`config.mk`:
```
export PLATFORM = sky130hd
export DESIGN_NAME = muldiv_seq_r32i_flat
export DESIGN_NICKNAME = d
export VERILOG_FILES = /design/src/rtl/muldiv_seq_r32i_pkg.sv /design/src/rtl/muldiv_seq_r32i_if.sv /design/src/rtl/muldiv_seq_r32i_div_step.sv /design/src/rtl/muldiv_seq_r32i.sv /design/src/flat_wrapper.sv
export SDC_FILE = /design/constraint.sdc
export NUM_CORES = 2
export LEC_CHECK = 0
export BUFFER_PORTS_ARGS = -buffer_cell sky130_fd_sc_hd__buf_2
export CORE_MARGIN = 10
export CORE_UTILIZATION = 43
export CTS_CLUSTER_SIZE = 40
export DETAILED_ROUTE_END_ITERATION = 12
export GPL_ROUTABILITY_DRIVEN = 0
export GPL_TIMING_DRIVEN = 0
export MAX_ROUTING_LAYER = met4
export SYNTH_ARGS = -nofsm -noshare
export SYNTH_HDL_FRONTEND = slang
export SYNTH_SLANG_ARGS = --single-unit
export TNS_END_PERCENT = 20
```
`constraint.sdc`:
```
create_clock -name clock -period 11.2 [get_ports clock]
set_input_delay 0 -clock clock [delete_from_list [all_inputs] [get_ports clock]]
set_output_delay 0 -clock clock [all_outputs]
set_load 0.02 [all_outputs]
```
`src/rtl/muldiv_seq_r32i_pkg.sv`:
```
// Purpose: shared types, operation codes and decode helpers for the RV32M sequencer.
// Latency: n/a (declarations only).
// Backpressure: n/a.
// Contents: state_t, ITER_LAST, M-extension ALUCode values, is_mul_code/is_div_code/
//           is_signed_div/is_rem_code.
package muldiv_pkg_r32i;

   localparam int ITER_LAST = 31;

   typedef enum logic [1:0] {
      ST_IDLE   = 2'd0,
      ST_DIVIDE = 2'd1,
      ST_FIXUP  = 2'd2,
      ST_DONE   = 2'd3
   } state_t;

   // ALUCode values mirrored from the execute-stage code table.
   localparam logic [4:0] ALU_ADD    = 5'd0;
   localparam logic [4:0] ALU_MUL    = 5'd16;
   localparam logic [4:0] ALU_MULH   = 5'd17;
   localparam logic [4:0] ALU_MULHSU = 5'd18;
   localparam logic [4:0] ALU_MULHU  = 5'd19;
   localparam logic [4:0] ALU_DIV    = 5'd20;
   localparam logic [4:0] ALU_DIVU   = 5'd21;
   localparam logic [4:0] ALU_REM    = 5'd22;
   localparam logic [4:0] ALU_REMU   = 5'd23;

   function automatic logic is_mul_code(input logic [4:0] code);
      return (code == ALU_MUL) || (code == ALU_MULH) ||
             (code == ALU_MULHSU) || (code == ALU_MULHU);
   endfunction

   function automatic logic is_div_code(input logic [4:0] code);
      return (code == ALU_DIV) || (code == ALU_DIVU) ||
             (code == ALU_REM) || (code == ALU_REMU);
   endfunction

   function automatic logic is_signed_div(input logic [4:0] code);
      return (code == ALU_DIV) || (code == ALU_REM);
   endfunction

   function automatic logic is_rem_code(input logic [4:0] code);
      return (code == ALU_REM) || (code == ALU_REMU);
   endfunction

endpackage

```
`src/rtl/muldiv_seq_r32i_if.sv`:
```
// Purpose: request/result handshake bundle between execute stage and M-unit sequencer.
// Latency: n/a (wires only).
// Backpressure: start_valid/start_ready on request side, result_valid/result_ready on result side.
// Signals: start_valid/start_ready, ALUCode, A, B, flush, result_valid/result_ready, result,
//          illegal, busy. master = requester, slave = sequencer.
interface muldiv_seq_r32i_if #(parameter int dataW = 32);

   logic             start_valid;
   logic             start_ready;
   logic [4:0]       ALUCode;
   logic [dataW-1:0] A;
   logic [dataW-1:0] B;
   logic             flush;
   logic             result_valid;
   logic             result_ready;
   logic [dataW-1:0] result;
   logic             illegal;
   logic             busy;

   modport master (
      output start_valid, ALUCode, A, B, flush, result_ready,
      input  start_ready, result_valid, result, illegal, busy
   );

   modport slave (
      input  start_valid, ALUCode, A, B, flush, result_ready,
      output start_ready, result_valid, result, illegal, busy
   );

endinterface

```
`src/rtl/muldiv_seq_r32i_div_step.sv`:
```
// Purpose: one combinational restoring-division step (shift in dividend bit, trial subtract).
// Latency: 0 cycles, purely combinational.
// Backpressure: none; the sequencer decides when the step result is registered.
// Ports: rem_in (partial remainder), divisor, bit_in (next dividend bit) -> rem_out, q_bit.
module div_step_r32i #(
   parameter int dataW = 32
) (
   input  logic [dataW:0]   rem_in,
   input  logic [dataW-1:0] divisor,
   input  logic             bit_in,
   output logic [dataW:0]   rem_out,
   output logic             q_bit
);

   logic [dataW+1:0] shifted;
   logic [dataW+1:0] diff;

   assign shifted = {rem_in, bit_in};
   assign diff    = shifted - {2'b00, divisor};

   // A clear sign bit on the trial difference means the divisor fits.
   always_comb begin
      q_bit   = 1'b0;
      rem_out = shifted[dataW:0];
      if (!diff[dataW+1]) begin
         q_bit   = 1'b1;
         rem_out = diff[dataW:0];
      end
   end

endmodule

```
`src/rtl/muldiv_seq_r32i.sv`:
```
// Purpose: RV32M sequencer: single-cycle multiply, 32-iteration restoring divide/remainder.
// Latency: mul/special/illegal result_valid 1 cycle after accept; normal divide 34 cycles.
// Backpressure: start_ready only in IDLE; result held in DONE until result_ready; flush aborts.
// Ports: clock, reset (async, active-high), bus (muldiv_seq_r32i_if.slave).
module muldiv_seq_r32i
   import muldiv_pkg_r32i::*;
#(
   parameter int dataW = 32
) (
   input  logic               clock,
   input  logic               reset,
   muldiv_seq_r32i_if.slave   bus
);

   state_t           state_q, state_d;
   logic [4:0]       op_q;
   logic             a_neg_q, b_neg_q;
   logic [dataW-1:0] dvd_q;     // dividend shifts out the top, quotient shifts in the bottom
   logic [dataW-1:0] dvs_q;
   logic [dataW:0]   rem_q;
   logic [4:0]       cnt_q;
   logic [dataW-1:0] result_q;
   logic             illegal_q;

   logic             accept;
   logic             sdiv, a_sgn, b_sgn;
   logic [2*dataW-1:0] a_ext, b_ext, prod;
   logic [dataW-1:0] a_mag, b_mag;
   logic             ovf;
   logic [dataW-1:0] imm_res;
   logic             imm_ill;
   logic             to_div;
   logic [dataW:0]   rem_nxt;
   logic             q_bit;
   logic [dataW-1:0] fix_res;

   assign bus.start_ready  = (state_q == ST_IDLE);
   assign bus.result_valid = (state_q == ST_DONE);
   assign bus.busy         = (state_q != ST_IDLE);
   assign bus.result       = result_q;
   assign bus.illegal      = illegal_q;

   // Flush wins over accept even in IDLE.
   assign accept = bus.start_valid && bus.start_ready && !bus.flush;

   // Multiplier: extend each operand to 64 bits per code; the low 64 bits of the
   // product are correct for every signedness mix.
   assign a_sgn = (bus.ALUCode == ALU_MUL) || (bus.ALUCode == ALU_MULH) ||
                  (bus.ALUCode == ALU_MULHSU);
   assign b_sgn = (bus.ALUCode == ALU_MUL) || (bus.ALUCode == ALU_MULH);
   assign a_ext = {{dataW{a_sgn & bus.A[dataW-1]}}, bus.A};
   assign b_ext = {{dataW{b_sgn & bus.B[dataW-1]}}, bus.B};
   assign prod  = a_ext * b_ext;

   assign sdiv  = is_signed_div(bus.ALUCode);
   assign a_mag = (sdiv && bus.A[dataW-1]) ? (~bus.A + 1'b1) : bus.A;
   assign b_mag = (sdiv && bus.B[dataW-1]) ? (~bus.B + 1'b1) : bus.B;
   assign ovf   = sdiv && (bus.A == {1'b1, {(dataW-1){1'b0}}}) && (&bus.B);

   // Results that are known at accept time and skip the divide loop.
   always_comb begin
      imm_res = '0;
      imm_ill = 1'b0;
      to_div  = 1'b0;
      if (is_mul_code(bus.ALUCode)) begin
         imm_res = (bus.ALUCode == ALU_MUL) ? prod[dataW-1:0] : prod[2*dataW-1:dataW];
      end else if (is_div_code(bus.ALUCode)) begin
         if (bus.B == '0)
            imm_res = is_rem_code(bus.ALUCode) ? bus.A : '1;
         else if (ovf)
            imm_res = is_rem_code(bus.ALUCode) ? '0 : bus.A;
         else
            to_div = 1'b1;
      end else begin
         imm_ill = 1'b1;
      end
   end

   div_step_r32i #(.dataW(dataW)) u_step (
      .rem_in  (rem_q),
      .divisor (dvs_q),
      .bit_in  (dvd_q[dataW-1]),
      .rem_out (rem_nxt),
      .q_bit   (q_bit)
   );

   // Sign restoration: quotient negative when signs differ, remainder follows the dividend.
   always_comb begin
      fix_res = '0;
      if (is_rem_code(op_q))
         fix_res = (is_signed_div(op_q) && a_neg_q) ? (~rem_q[dataW-1:0] + 1'b1)
                                                    : rem_q[dataW-1:0];
      else
         fix_res = (is_signed_div(op_q) && (a_neg_q ^ b_neg_q)) ? (~dvd_q + 1'b1) : dvd_q;
   end

   always_comb begin
      state_d = state_q;
      case (state_q)
         ST_IDLE:   if (accept) state_d = to_div ? ST_DIVIDE : ST_DONE;
         ST_DIVIDE: if (cnt_q == 5'd0) state_d = ST_FIXUP;
         ST_FIXUP:  state_d = ST_DONE;
         ST_DONE:   if (bus.result_ready) state_d = ST_IDLE;
         default:   state_d = ST_IDLE;
      endcase
      if (bus.flush) state_d = ST_IDLE;
   end

   always_ff @(posedge clock or posedge reset) begin
      if (reset) state_q <= ST_IDLE;
      else       state_q <= state_d;
   end

   always_ff @(posedge clock or posedge reset) begin
      if (reset) begin
         op_q      <= '0;
         a_neg_q   <= 1'b0;
         b_neg_q   <= 1'b0;
         dvd_q     <= '0;
         dvs_q     <= '0;
         rem_q     <= '0;
         cnt_q     <= '0;
         result_q  <= '0;
         illegal_q <= 1'b0;
      end else if (accept) begin
         op_q      <= bus.ALUCode;
         a_neg_q   <= sdiv & bus.A[dataW-1];
         b_neg_q   <= sdiv & bus.B[dataW-1];
         dvd_q     <= a_mag;
         dvs_q     <= b_mag;
         rem_q     <= '0;
         cnt_q     <= 5'(ITER_LAST);
         illegal_q <= imm_ill;
         if (!to_div) result_q <= imm_res;
      end else if (state_q == ST_DIVIDE) begin
         rem_q <= rem_nxt;
         dvd_q <= {dvd_q[dataW-2:0], q_bit};
         if (cnt_q != 5'd0) cnt_q <= cnt_q - 5'd1;
      end else if (state_q == ST_FIXUP) begin
         result_q <= fix_res;
      end
   end

endmodule

```
`src/flat_wrapper.sv`:
```
// flat-port wrapper written by rule: the top's interface ports become plain ports
module muldiv_seq_r32i_flat import muldiv_pkg_r32i::*;
#(
   parameter int dataW = 32
)
  (clock, reset, bus_start_valid, bus_ALUCode, bus_A, bus_B, bus_flush, bus_result_ready, bus_start_ready, bus_result_valid, bus_result, bus_illegal, bus_busy);
  muldiv_seq_r32i_if #(.dataW(dataW)) bus_i ();
  input  logic clock;
  input  logic reset;
  input wire logic [$bits(bus_i.start_valid)-1:0] bus_start_valid;
  input wire logic [$bits(bus_i.ALUCode)-1:0] bus_ALUCode;
  input wire logic [$bits(bus_i.A)-1:0] bus_A;
  input wire logic [$bits(bus_i.B)-1:0] bus_B;
  input wire logic [$bits(bus_i.flush)-1:0] bus_flush;
  input wire logic [$bits(bus_i.result_ready)-1:0] bus_result_ready;
  output wire logic [$bits(bus_i.start_ready)-1:0] bus_start_ready;
  output wire logic [$bits(bus_i.result_valid)-1:0] bus_result_valid;
  output wire logic [$bits(bus_i.result)-1:0] bus_result;
  output wire logic [$bits(bus_i.illegal)-1:0] bus_illegal;
  output wire logic [$bits(bus_i.busy)-1:0] bus_busy;
  assign bus_i.start_valid = bus_start_valid;
  assign bus_i.ALUCode = bus_ALUCode;
  assign bus_i.A = bus_A;
  assign bus_i.B = bus_B;
  assign bus_i.flush = bus_flush;
  assign bus_i.result_ready = bus_result_ready;
  assign bus_start_ready = bus_i.start_ready;
  assign bus_result_valid = bus_i.result_valid;
  assign bus_result = bus_i.result;
  assign bus_illegal = bus_i.illegal;
  assign bus_busy = bus_i.busy;
  muldiv_seq_r32i #(.dataW(dataW)) u_core (.clock(clock), .reset(reset), .bus(bus_i));
endmodule
```
==> results by group <==
Run status
  – Status: finished, violations left
  – Failing checks: capacitance limit, slew limit

Global routing
  – Largest net degree at the start of global routing: 88
  – Global-route wire length before repair: roughly 290000 um
  – Total gr overflow: 0
  – Tot GR Track Use: 0.306
  – Vias in the first global route: between 40k and 50k
  – Initial antenna violation count: 15

Setup path
  – Setup Crit Path Kind: in2reg
  – Worst path most repeated cell: fa_1
  – CP Data Required Time: ~12 ns
  – Worst EP arrival: about 11 ns
  – Crit start category: input port
  – Reg-to-Reg End: u_core.rem_q[32]
  – Worst R2R Start: u_core.dvd_q[31]
  – R2r worst-path depth: 13
  – Crit path max-delay cell type: fa_1
  – Crit path to: u_core.bus.result[28]
  – FF-to-FF setup slack: between 7 and 8 ns
  – CP peak stage delay: about 0.90 ns
  – Setup crit end kind: flop
  – CP max FO: 11
  – Critical path startpoint: bus_ALUCode[3]

Synth
  – Flops & latches, synth: ~140
  – Post-synth top cells: 1243 x inv_1, 1126 x fa_1, 955 x nand2_1
  – Synth Area per Inst: approximately 8.6 um2
  – Synth Instances: between 5k and 6k
  – Yosys top cell area share: 0.450
  – Asr flop ratio synth: 1.00
  – Count leader, synth: inv_1
  – Prevailing post-synth register cell: dfrtp_1
  – Warnings, synthesis: 0
  – Syn Nets: roughly 7.3k
  – Synth area leaders: fa_1 45%, inv_1 9.3%, dfrtp_1 7.2%, nand2_1 7.2%, ha_1 6.4%
  – Post-synth EDFFs: 0
  – Largest area contributor in the netlist: fa_1
  – Synth cell types: 89
  – Seq/Total Area, Yosys: 0.0720
  – Mapped cell area: roughly 50000 um2

Layout
  – Register area: around 3600 um2
  – Footprint of the multi-input gates: 40400 um2
  – Layout net count: about 7.4k
  – FILL cells: roughly 12k
  – Area Overhead vs Synth: 6.09%
  – Fraction of layout cells with a size suffix above 1: 0.0289

Routing
  – Vias/cell: roughly 5.7
  – ANT nets after route: 0
  – Final WL: roughly 200000 um
  – DRC: 0
  – Initial DRC count: a little under 5k
  – Routed vias: between 40k and 50k
  – 1st-pass router iterations: 6
  – Avg WL per Cell: roughly 26 um

Run
  – Max-cap viol count: 5

Timing
  – Pin slew with the least headroom to its limit: 1.57 ns
  – Final Hold Fails: 0
  – Max-slew violations: 56
  – Setup Skew: between 0.015 and 0.02 ns
  – RSZ-0062 raised after global routing: no
  – Setup TNS: 0 ns
  – Final worst path period need: roughly 11 ns
  – Rel. slew slack: -0.0488
  – Max frequency: just over 90 MHz
  – Final cycle utilization of the critical path: 0.975
  – Final setup viols: 0

Clocking
  – CTS H-tree lvls: 4
  – Clk sink count: between 100 and 150
  – Clk pin slew, worst setup/hold paths: around 0.070 ns
  – CTS tree: done
  – Num CTS Buffers: 17
  – CTS max path bufs: 2
  – Clock root buffer: clkbuf_16
  – Worst-skew pair later-pin latency: 0.45 ns

Die
  – CORE AREA: approximately 120000 um2
  – Die height: roughly 360 um
  – I/O pin count: 110
  – Die width: approximately 360 um
  – Die area: ~130000 um2
  – Cell Rows: about 130
  – Starting Density: 0.432

Placed design
  – Detailed Place HPWL: around 160000 um
  – I/O Buffers: 72

Min path
  – Min-Delay Path Class: in2reg
-- placed cells by master, fill, tap and decap left out, types with 18 or more instances in the layout --
master	netlist	final
buf_1	75	75
mux2i_1	64	64
xnor2_1	128	128
inv_1	1243	1242
nand4_1	25	25
nor2_1	193	193
o22ai_1	20	20
o211ai_1	18	18
nand2_1	955	955
nand3_1	29	29
dfrtp_1	144	144
fa_1	1126	1125
a21o_1	41	41
o41ai_1	18	18
and2_1	315	315
buf_2	10	82
ha_1	255	255
a21oi_1	209	209
a31oi_1	27	27
o21a_1	18	18
clkbuf_1	263	260
xor2_1	81	81
o31ai_1	27	27
nor3_1	40	40
o21ai_0	213	213
diode_2	0	21
-- per-stage QoR --
stage / hold slack, ns / instances / instance area (um2) / setup slack, ns / utilization
global route: 0.0749 / 7460 / 53100 / 0.127 / 0.458
CTS: 0.0443 / 7447 / 53100 / 0.206 / 0.458
finish: 0.0513 / 7468 / 53100 / 0.279 / 0.458
floorplan: 0.0664 / 5808 / 50100 / 2.97 / -
detailed placement: 0.124 / 7405 / 52400 / 0.269 / 0.452
global placement: 0.218 / 7404 / 52300 / 0.130 / 0.452
-- cell type report --
cell class / count / share of cell area
Buffer: 354 / 0.0261
Inverter: 1244 / 0.0880
Sequential cell: 144 / 0.0678
Tap cell: 1524 / 0.0359
Multi-Input combinational cell: 4066 / 0.761
Clock buffer: 19 / 0.00834
Timing Repair Buffer: 83 / 0.00919
Clock inverter: 13 / 0.00278
Antenna cell: 21 / 0.000989
-- metal layers --
metal | GRT usage | part of all wire
met1 | 0.386 | 0.38
met4 | 0.168 | 0.071
met3 | 0.0866 | 0.12
met5 | - | 0
met2 | 0.443 | 0.43
-- critical path: cells and delay by family --
family          cells  cell delay [ns]
fa+ha+maj           9             5.23
buf+inv            10             2.83
compound gates      8             2.06
simple gates        4             1.11
-- sequential cells by signal (all words and copies together), names as in the netlist --
name / count
u_core.rem_q: 33
u_core.bus.result: 32
u_core.dvd_q: 32
u_core.dvs_q: 32
u_core.cnt_q: 5
u_core.op_q: 5
u_core.state_q: 2
u_core.a_neg_q: 1
u_core.b_neg_q: 1
u_core.bus.illegal: 1
-- how the worst min path moves through the flow --
stage	cells after the start	start	slack (ns)	endpoint
3_3_place_gp	2	bus_flush	0.22	u_core.state_q[1]
4_1_cts	5	bus_A[7]	0.04	u_core.dvd_q[10]
5_1_grt	5	bus_A[7]	0.07	u_core.dvd_q[10]
3_5_place_dp	2	reset	0.12	u_core.rem_q[32]
6_report	5	bus_A[7]	0.05	u_core.dvd_q[10]
2_1_floorplan	1	bus_flush	0.07	u_core.state_q[1]
-- what timing repair did --
item | in CTS | in global routing
setup endpoints to repair | 0 | 5
setup buffers | 0 | 0
resized for setup | 0 | 3
hold endpoints to repair | 67 | 0
hold buffers | 10 | 0
-- cell families (layout without fill, tap and decap cells) --
logic type	after synthesis	count (layout)	synth area share
flops	144	144	0.0720
compound gates	704	704	0.0856
xor+xnor	209	209	0.0366
mux	65	65	0.0130
simple gates	1707	1707	0.158
other cells	0	21	0
buf+inv	1598	1713	0.121
fa+ha+maj	1381	1381	0.514
Power is left out: the tool's default activity adds up to more than one toggle a clock period on the data nets, which glitch-free logic cannot reach.
